[config.mk]
export PLATFORM = sky130hd
export DESIGN_NAME = match_ctrl
export DESIGN_NICKNAME = d
export VERILOG_FILES = /design/src/rtl/match_pkg.sv /design/src/rtl/match_ctrl_frame_divider.sv /design/src/rtl/match_ctrl.sv
export SDC_FILE = /design/constraint.sdc
export NUM_CORES = 1
export LEC_CHECK = 0
export BUFFER_PORTS_ARGS = -buffer_cell sky130_fd_sc_hd__buf_2
export CAP_MARGIN = 20
export CELL_PAD_IN_SITES_DETAIL_PLACEMENT = 0
export CELL_PAD_IN_SITES_GLOBAL_PLACEMENT = 1
export CORE_MARGIN = 3
export CORE_UTILIZATION = 48
export CTS_CLUSTER_DIAMETER = 60
export DETAILED_ROUTE_END_ITERATION = 10
export PLACE_DENSITY = 0.81
export RECOVER_POWER = 25
export SETUP_SLACK_MARGIN = 0.5
export SLEW_MARGIN = 25
export SYNTH_ARGS = -nofsm -noshare
export SYNTH_HDL_FRONTEND = slang
export SYNTH_SLANG_ARGS = --single-unit
[constraint.sdc]
create_clock -name clk -period 4.5 [get_ports clk]
set_input_delay 0.45 -clock clk [delete_from_list [all_inputs] [get_ports clk]]
set_output_delay 0.45 -clock clk [all_outputs]
set_load 0.01 [all_outputs]
[src/rtl/match_pkg.sv]
// -----------------------------------------------------------------------------
// match_pkg
// Shared types and constants for the match sequencer. The physics engine and
// the HUD renderer use the same winner encoding.
//   phase_t    : match phase as seen by the HUD (IDLE, PLAY, POINT_PAUSE,
//                MATCH_OVER)
//   WINNER_*   : two-bit player encoding used by physics and the HUD
// -----------------------------------------------------------------------------
package match_pkg;

    typedef enum logic [1:0] {
        IDLE        = 2'd0,
        PLAY        = 2'd1,
        POINT_PAUSE = 2'd2,
        MATCH_OVER  = 2'd3
    } phase_t;

    localparam logic [1:0] WINNER_NONE = 2'd0;
    localparam logic [1:0] WINNER_P1   = 2'd1;
    localparam logic [1:0] WINNER_P2   = 2'd2;

endpackage

[src/rtl/match_ctrl_frame_divider.sv]
// -----------------------------------------------------------------------------
// frame_divider
// Free-running clock divider that produces a one-cycle tick once every
// CLK_HZ/FRAME_HZ clocks. The display timing logic reuses it as well.
// Ports:
//   clk   : system clock
//   rst_n : asynchronous active-low reset (count returns to 0)
//   tick  : high for one cycle when the count reaches its terminal value
// -----------------------------------------------------------------------------
module frame_divider #(
    parameter int CLK_HZ   = 100000000,
    parameter int FRAME_HZ = 60
) (
    input  logic clk,
    input  logic rst_n,
    output logic tick
);

    localparam int DIV   = CLK_HZ / FRAME_HZ - 1;
    localparam int CNT_W = (DIV > 0) ? $clog2(DIV + 1) : 1;
    localparam logic [CNT_W-1:0] DIV_C = CNT_W'(DIV);

    logic [CNT_W-1:0] r_count;

    // Count 0..DIV and wrap; the tick is decoded from the terminal count so it
    // lines up with the cycle in which the counter wraps.
    always_ff @(posedge clk or negedge rst_n) begin
        if (!rst_n) begin
            r_count <= '0;
        end else if (r_count == DIV_C) begin
            r_count <= '0;
        end else begin
            r_count <= r_count + 1'b1;
        end
    end

    assign tick = (r_count == DIV_C);

endmodule

[src/rtl/match_ctrl.sv]
// -----------------------------------------------------------------------------
// match_ctrl
// Frame-rate and match sequencer around the physics engine. It generates the
// frame pulse, gates frame advance and player inputs by match phase, keeps
// score from the physics point reports and exports score/phase to the HUD.
// Optional build macro:
//   DEUCE_EN : a win also needs a two-point lead; once either score has
//              saturated, the next point wins outright.
// Ports:
//   clk, rst_n      : clock, asynchronous active-low reset
//   start_btn       : debounced start level (rising edge is used)
//   phys_valid      : physics frame-done strobe
//   phys_game_over  : physics point-ended flag
//   phys_winner     : scoring player (1 = P1, 2 = P2, others ignored)
//   frame_tick      : free-running frame pulse for the renderer
//   frame_en        : gated frame pulse driving physics en
//   inputs_en       : player control enable (PLAY only)
//   p1_score/p2_score : registered scores
//   phase           : registered match phase
//   pause_left      : remaining frozen frames of the point pause
//   match_winner    : winner of the match, meaningful in MATCH_OVER
// -----------------------------------------------------------------------------
module match_ctrl
    import match_pkg::*;
#(
    parameter int CLK_HZ       = 100000000,
    parameter int FRAME_HZ     = 60,
    parameter int WIN_SCORE    = 7,
    parameter int PAUSE_FRAMES = 90,
    parameter int SCORE_W      = 4
) (
    input  logic               clk,
    input  logic               rst_n,
    input  logic               start_btn,
    input  logic               phys_valid,
    input  logic               phys_game_over,
    input  logic [1:0]         phys_winner,
    output logic               frame_tick,
    output logic               frame_en,
    output logic               inputs_en,
    output logic [SCORE_W-1:0] p1_score,
    output logic [SCORE_W-1:0] p2_score,
    output logic [1:0]         phase,
    output logic [7:0]         pause_left,
    output logic [1:0]         match_winner
);

    localparam logic [SCORE_W-1:0] SCORE_MAX = '1;
    localparam logic [SCORE_W-1:0] WIN_C     = SCORE_W'(WIN_SCORE);
    localparam logic [7:0]         PAUSE_C   = 8'(PAUSE_FRAMES);

    phase_t             r_phase;
    phase_t             w_nextPhase;
    logic               r_startQ;
    logic [SCORE_W-1:0] r_p1Score;
    logic [SCORE_W-1:0] r_p2Score;
    logic [7:0]         r_pauseLeft;
    logic               r_firstPending;
    logic [1:0]         r_matchWinner;

    logic               w_tick;
    logic               w_startRise;
    logic               w_point;
    logic               w_scorerIsP1;
    logic [SCORE_W-1:0] w_scorerOld;
    logic [SCORE_W-1:0] w_otherScore;
    logic [SCORE_W-1:0] w_scorerNew;
    logic               w_scorerWins;
    logic               w_frameEn;
    logic               w_inputsEn;

    frame_divider #(
        .CLK_HZ   (CLK_HZ),
        .FRAME_HZ (FRAME_HZ)
    ) u_divider (
        .clk   (clk),
        .rst_n (rst_n),
        .tick  (w_tick)
    );

    assign w_startRise = start_btn & ~r_startQ;

    // A point only counts while playing and only with a real player id, so a
    // malformed winner code never moves the state machine.
    assign w_point = (r_phase == PLAY) & phys_valid & phys_game_over &
                     ((phys_winner == WINNER_P1) | (phys_winner == WINNER_P2));

    assign w_scorerIsP1 = (phys_winner == WINNER_P1);
    assign w_scorerOld  = w_scorerIsP1 ? r_p1Score : r_p2Score;
    assign w_otherScore = w_scorerIsP1 ? r_p2Score : r_p1Score;
    assign w_scorerNew  = (w_scorerOld == SCORE_MAX) ? SCORE_MAX : w_scorerOld + 1'b1;

`ifdef DEUCE_EN
    // Sudden death once either counter is pinned at its maximum; otherwise
    // the scorer needs both the target score and a two-point lead.
    assign w_scorerWins = (w_scorerOld == SCORE_MAX) || (w_otherScore == SCORE_MAX) ||
                          ((w_scorerNew >= WIN_C) &&
                           ({1'b0, w_scorerNew} >= ({1'b0, w_otherScore} + (SCORE_W+1)'(2))));
`else
    assign w_scorerWins = (w_scorerNew >= WIN_C);
`endif

    // Phase register.
    always_ff @(posedge clk or negedge rst_n) begin
        if (!rst_n) begin
            r_phase <= IDLE;
        end else begin
            r_phase <= w_nextPhase;
        end
    end

    // Next-phase logic. The pause ends on the tick that takes pause_left from
    // 1 to 0; the first tick of a pause is reserved for the physics reset frame.
    always_comb begin
        w_nextPhase = r_phase;
        case (r_phase)
            IDLE:        if (w_startRise) w_nextPhase = PLAY;
            PLAY:        if (w_point) w_nextPhase = POINT_PAUSE;
            POINT_PAUSE: begin
                if (w_tick && !r_firstPending && (r_pauseLeft == 8'd1)) begin
                    w_nextPhase = (r_matchWinner != WINNER_NONE) ? MATCH_OVER : PLAY;
                end
            end
            MATCH_OVER:  if (w_startRise) w_nextPhase = PLAY;
            default:     w_nextPhase = IDLE;
        endcase
    end

    // Phase-decoded outputs. During a pause only the first tick reaches
    // physics so it can reposition and clear game_over.
    always_comb begin
        w_frameEn  = 1'b0;
        w_inputsEn = 1'b0;
        case (r_phase)
            PLAY: begin
                w_frameEn  = w_tick;
                w_inputsEn = 1'b1;
            end
            POINT_PAUSE: w_frameEn = w_tick & r_firstPending;
            default: ;
        endcase
    end

    // Score, pause countdown, winner and start-edge history. A new match
    // clears the scores on the same edge that enters PLAY.
    always_ff @(posedge clk or negedge rst_n) begin
        if (!rst_n) begin
            r_startQ       <= 1'b0;
            r_p1Score      <= '0;
            r_p2Score      <= '0;
            r_pauseLeft    <= '0;
            r_firstPending <= 1'b0;
            r_matchWinner  <= WINNER_NONE;
        end else begin
            r_startQ <= start_btn;
            case (r_phase)
                IDLE, MATCH_OVER: begin
                    if (w_startRise) begin
                        r_p1Score     <= '0;
                        r_p2Score     <= '0;
                        r_matchWinner <= WINNER_NONE;
                    end
                end
                PLAY: begin
                    if (w_point) begin
                        if (w_scorerIsP1) begin
                            r_p1Score <= w_scorerNew;
                        end else begin
                            r_p2Score <= w_scorerNew;
                        end
                        r_pauseLeft    <= PAUSE_C;
                        r_firstPending <= 1'b1;
                        r_matchWinner  <= w_scorerWins ? phys_winner : WINNER_NONE;
                    end
                end
                POINT_PAUSE: begin
                    if (w_tick) begin
                        if (r_firstPending) begin
                            r_firstPending <= 1'b0;
                        end else begin
                            r_pauseLeft <= r_pauseLeft - 8'd1;
                        end
                    end
                end
                default: ;
            endcase
        end
    end

    assign frame_tick   = w_tick;
    assign frame_en     = w_frameEn;
    assign inputs_en    = w_inputsEn;
    assign p1_score     = r_p1Score;
    assign p2_score     = r_p2Score;
    assign phase        = r_phase;
    assign pause_left   = r_pauseLeft;
    assign match_winner = r_matchWinner;

endmodule

==> flow_summary_export.csv <==
group,metric,value,unit
run_status,outcome,"finished with violations",
run_status,violations,"max-capacitance violations, max-slew violations",
cts,post_cts_buffers,0,
synth,syn_nets,290,
cts,cts.sinks,43,
synth,synthMuxAreaShare,0.0445,
place,gp_congestion,0.806,
die,chipHeight,79.4,um
routing,wl,5.89,mm
sta,max_freq,285,MHz
place,postPlaceCellArea,0.00279,mm^2
routing,viasPerCell,5.97,
synth,synth_edf_count,0,
synth,yosys.area.top_type,"dfrtp_1",
grt,grt_usage,0.210,
place,dpl.hpwl,4.18,mm
routing,post_drt_wl_per_cell,15.8,um
grt,use_met2,0.322,
cts,root_buffer,"clkbuf_8",
worst_setup_path,cp-endpoint,"frame_tick",
layout,area_growth,12.0,%
sta,tns,0,ns
synth,ys_types,49,
worst_setup_path,ff2ff_path_depth,6,
sta,worst_pin_slew,2.32,ns
worst_setup_path,r2r-end,"pause_left[3]",
power_and_ir_drop,ir_worst_vdd,0.267,mV
worst_setup_path,critPathLaunchType,"flip-flop",
place,dp.cells,364,
worst_setup_path,end_kind,"output pin",
grt,grt_pass1_wl,10.5,mm
worst_setup_path,crit-reg2reg-launch,"u_divider.r_count[1]",
grt,grt_pass1_vias,2143,
synth,ys_warn_count,0,
synth,synth-simple-area-share,0.232,
layout,n_fill_cell,482,
die,ios,30,
flow_run,cap_viol_max_count,1,
synth,synth_area_leaders,"dfrtp_1 (42%), ha_1 (3.9%), inv_1 (3.0%), mux2i_1 (2.7%), xnor2_1 (2.4%)",
cts,cts_made_buffers,5,
grt,antenna_found_initial,0,
die,die_w,79.4,um
die,rows,26,
synth,netlist_instances,275,
routing,route.vias.total,2221,
sta,finalSetupViolCount,0,
cts,cts_tree,"yes",
layout,design_area,0.00290,mm^2
routing,drt_first_pass_iters,4,
routing,drtAntennaViolNets,0,
synth,synthArstFlopShare,1.00,
cts,postCtsHoldBufs,0,
synth,synth-main-ff-cell,"dfrtp_1",
sta,rsz0062_at_grt,"false",
synth,synthXorXnorAreaFrac,0.0474,
grt,busiest_layer,"met2",
synth,synth_fa_ha_area_frac,0.0387,
cts,cts_max_path_buffers,2,
die,dieArea,0.00630,mm^2
sta,fin_skew,0.00672,ns
grt,use_met3,0.0429,
cts,cts_resized,0,
grt,grt_max_degree,44,
cts,cts_max_level,2,
cts,clkTransAtPathRegs,0.09,ns
synth,synth_top_area_frac,0.416,
synth,synth_top_family_by_area,"simple AND/OR/NAND/NOR gates",
worst_setup_path,reg2reg_slack,1.65,ns
layout,finish.net_count,316,
power_and_ir_drop,p_per_area,441,mW/mm^2
layout,final_layout_size_suffix_gt1_frac,0.146,
sta,period_minus_slack,3.51,ns
routing,drt_iter0_markers,129,
worst_setup_path,cp_max_fo,14,
worst_setup_path,crit_start,"u_divider.r_count[1]",
synth,synth_area,0.00259,mm^2
grt,gr-usage-met1,0.298,
worst_setup_path,cp_data_required_time,4.05,ns
hold_path,hp-class,"input port to flip-flop",
synth,synth_compound_gate_area_share,0.172,
layout,antennaDiodeCount,0,
sta,hold_viol,0,
sta,fin_crit_sh,0.780,
place,io_buffers,29,
layout,fin_cells,372,
sta,maxSlewHeadroom,-0.550,
cts,clk_latency,0.31,ns
worst_setup_path,arrival,3.06,ns
power_and_ir_drop,power_leakage,1.29,nW
die,start_util,0.500,
worst_setup_path,critPathKind,"flip-flop to output pin",
routing,drc_errors,0,
sta,slew_violations,44,
synth,ys_seq_elements,43,
grt,grt_overflow_total,0,
synth,syn_area_per_cell,9.40,um^2
synth,ys_seq_area_frac,0.416,
die,core_area,0.00517,mm^2
==> how the worst min path moves through the flow <==
stage                     slack (ns)  cells after the start               endpoint                   from
after global routing            0.27                      1               r_startQ              start_btn
after floorplan                 0.15                      0        match_winner[0]                  rst_n
final                           0.27                      1               r_startQ              start_btn
after CTS                       0.26                      1               r_startQ              start_btn
after global placement          0.46                      1  u_divider.r_count[20]  u_divider.r_count[20]
after detailed placement        0.48                      1  u_divider.r_count[20]  u_divider.r_count[20]
==> where the power goes <==
group          switching [mW]  total (mW)  internal [mW]  leakage, nW
Clock                   0.144       0.310          0.165       0.0581
Combinational           0.289       0.475          0.186        0.688
Sequential             0.0610       0.493          0.432        0.547
==> worst max-delay path: stages, from the launching register on <==
cell     delay, ns
dfrtp_1       0.42
inv_1         0.06
ha_1          0.15
or4b_1        0.43
or4_1         0.64
nor2_1        0.78
buf_2         0.27
==> flip-flops by register name (all words and copies together) (netlist names) <==
register,cells
match_winner,2
p1_score,4
p2_score,4
pause_left,8
phase,2
r_firstPending,1
r_startQ,1
u_divider.r_count,21
==> cell families after synthesis <==
logic type / count (synthesis)
simple gates: 104
compound gates: 62
flops: 43
buf+inv: 33
xor+xnor: 14
mux: 11
fa+ha+maj: 8
==> cells in the final DEF (no fill, tap or decap), drive strengths merged, types with 3 or more instances in the layout <==
| cell | netlist | routed |
|---|---|---|
| dfrtp | 43 | 43 |
| nor3 | 10 | 10 |
| nand2 | 15 | 15 |
| a31oi | 3 | 3 |
| buf | 2 | 29 |
| a311oi | 3 | 3 |
| a211oi | 3 | 3 |
| a21oi | 11 | 11 |
| o21ai | 11 | 11 |
| and3 | 5 | 5 |
| inv | 21 | 21 |
| o211ai | 7 | 7 |
| or3 | 8 | 8 |
| mux2i | 7 | 7 |
| clkbuf | 10 | 7 |
| a22o | 4 | 4 |
| o311a | 4 | 4 |
| nor2 | 16 | 16 |
| nor4 | 6 | 6 |
| and4 | 6 | 6 |
| nand4 | 7 | 7 |
| ha | 8 | 8 |
| nand3 | 11 | 11 |
| xor2 | 7 | 7 |
| mux2 | 4 | 4 |
| xnor2 | 7 | 7 |
| or4 | 4 | 4 |
==> cell type report <==
cell class	instances	area (um^2)	share of cell area
clock buffer	5	68.8	0.0238
clock inverter	3	43.8	0.0151
inverter	21	78.8	0.0272
multi-input combinational	199	1380	0.478
sequential	43	1080	0.371
tap	70	87.6	0.0302
timing repair buffer	31	158	0.0544
==> metrics by stage <==
stage               total power [mW]   util  setup WS [ns]  hold slack, ns
floorplan                      0.821      -           1.90           0.154
global placement               0.974  0.539           1.36           0.463
detailed placement             0.978  0.539           1.27           0.484
CTS                             1.29  0.560          0.937           0.260
global route                    1.37  0.560          0.783           0.271
finish                          1.28  0.560          0.989           0.268
==> synth_stat cells, drive strengths merged, types with 5 or more instances <==
| cell type | n |
|---|---|
| nor3 | 10 |
| o211ai | 7 |
| mux2i | 7 |
| dfrtp | 43 |
| ha | 8 |
| and3 | 5 |
| nand2 | 15 |
| xor2 | 7 |
| nor4 | 6 |
| o21ai | 11 |
| and4 | 6 |
| nand4 | 7 |
| a21oi | 11 |
| clkbuf | 10 |
| nand3 | 11 |
| or3 | 8 |
| nor2 | 16 |
| inv | 21 |
| xnor2 | 7 |
==> routing by layer <==
| metal | wire length (um) | up-vias |
|---|---|---|
| met1 | 2970 | 1094 |
| met2 | 2650 | 35 |
| met3 | 194 | 5 |
| li1 | - | 1087 |
| met4 | 73 | 0 |
| met5 | 0 | - |
Note: power is estimated with default switching activity, not from simulation.
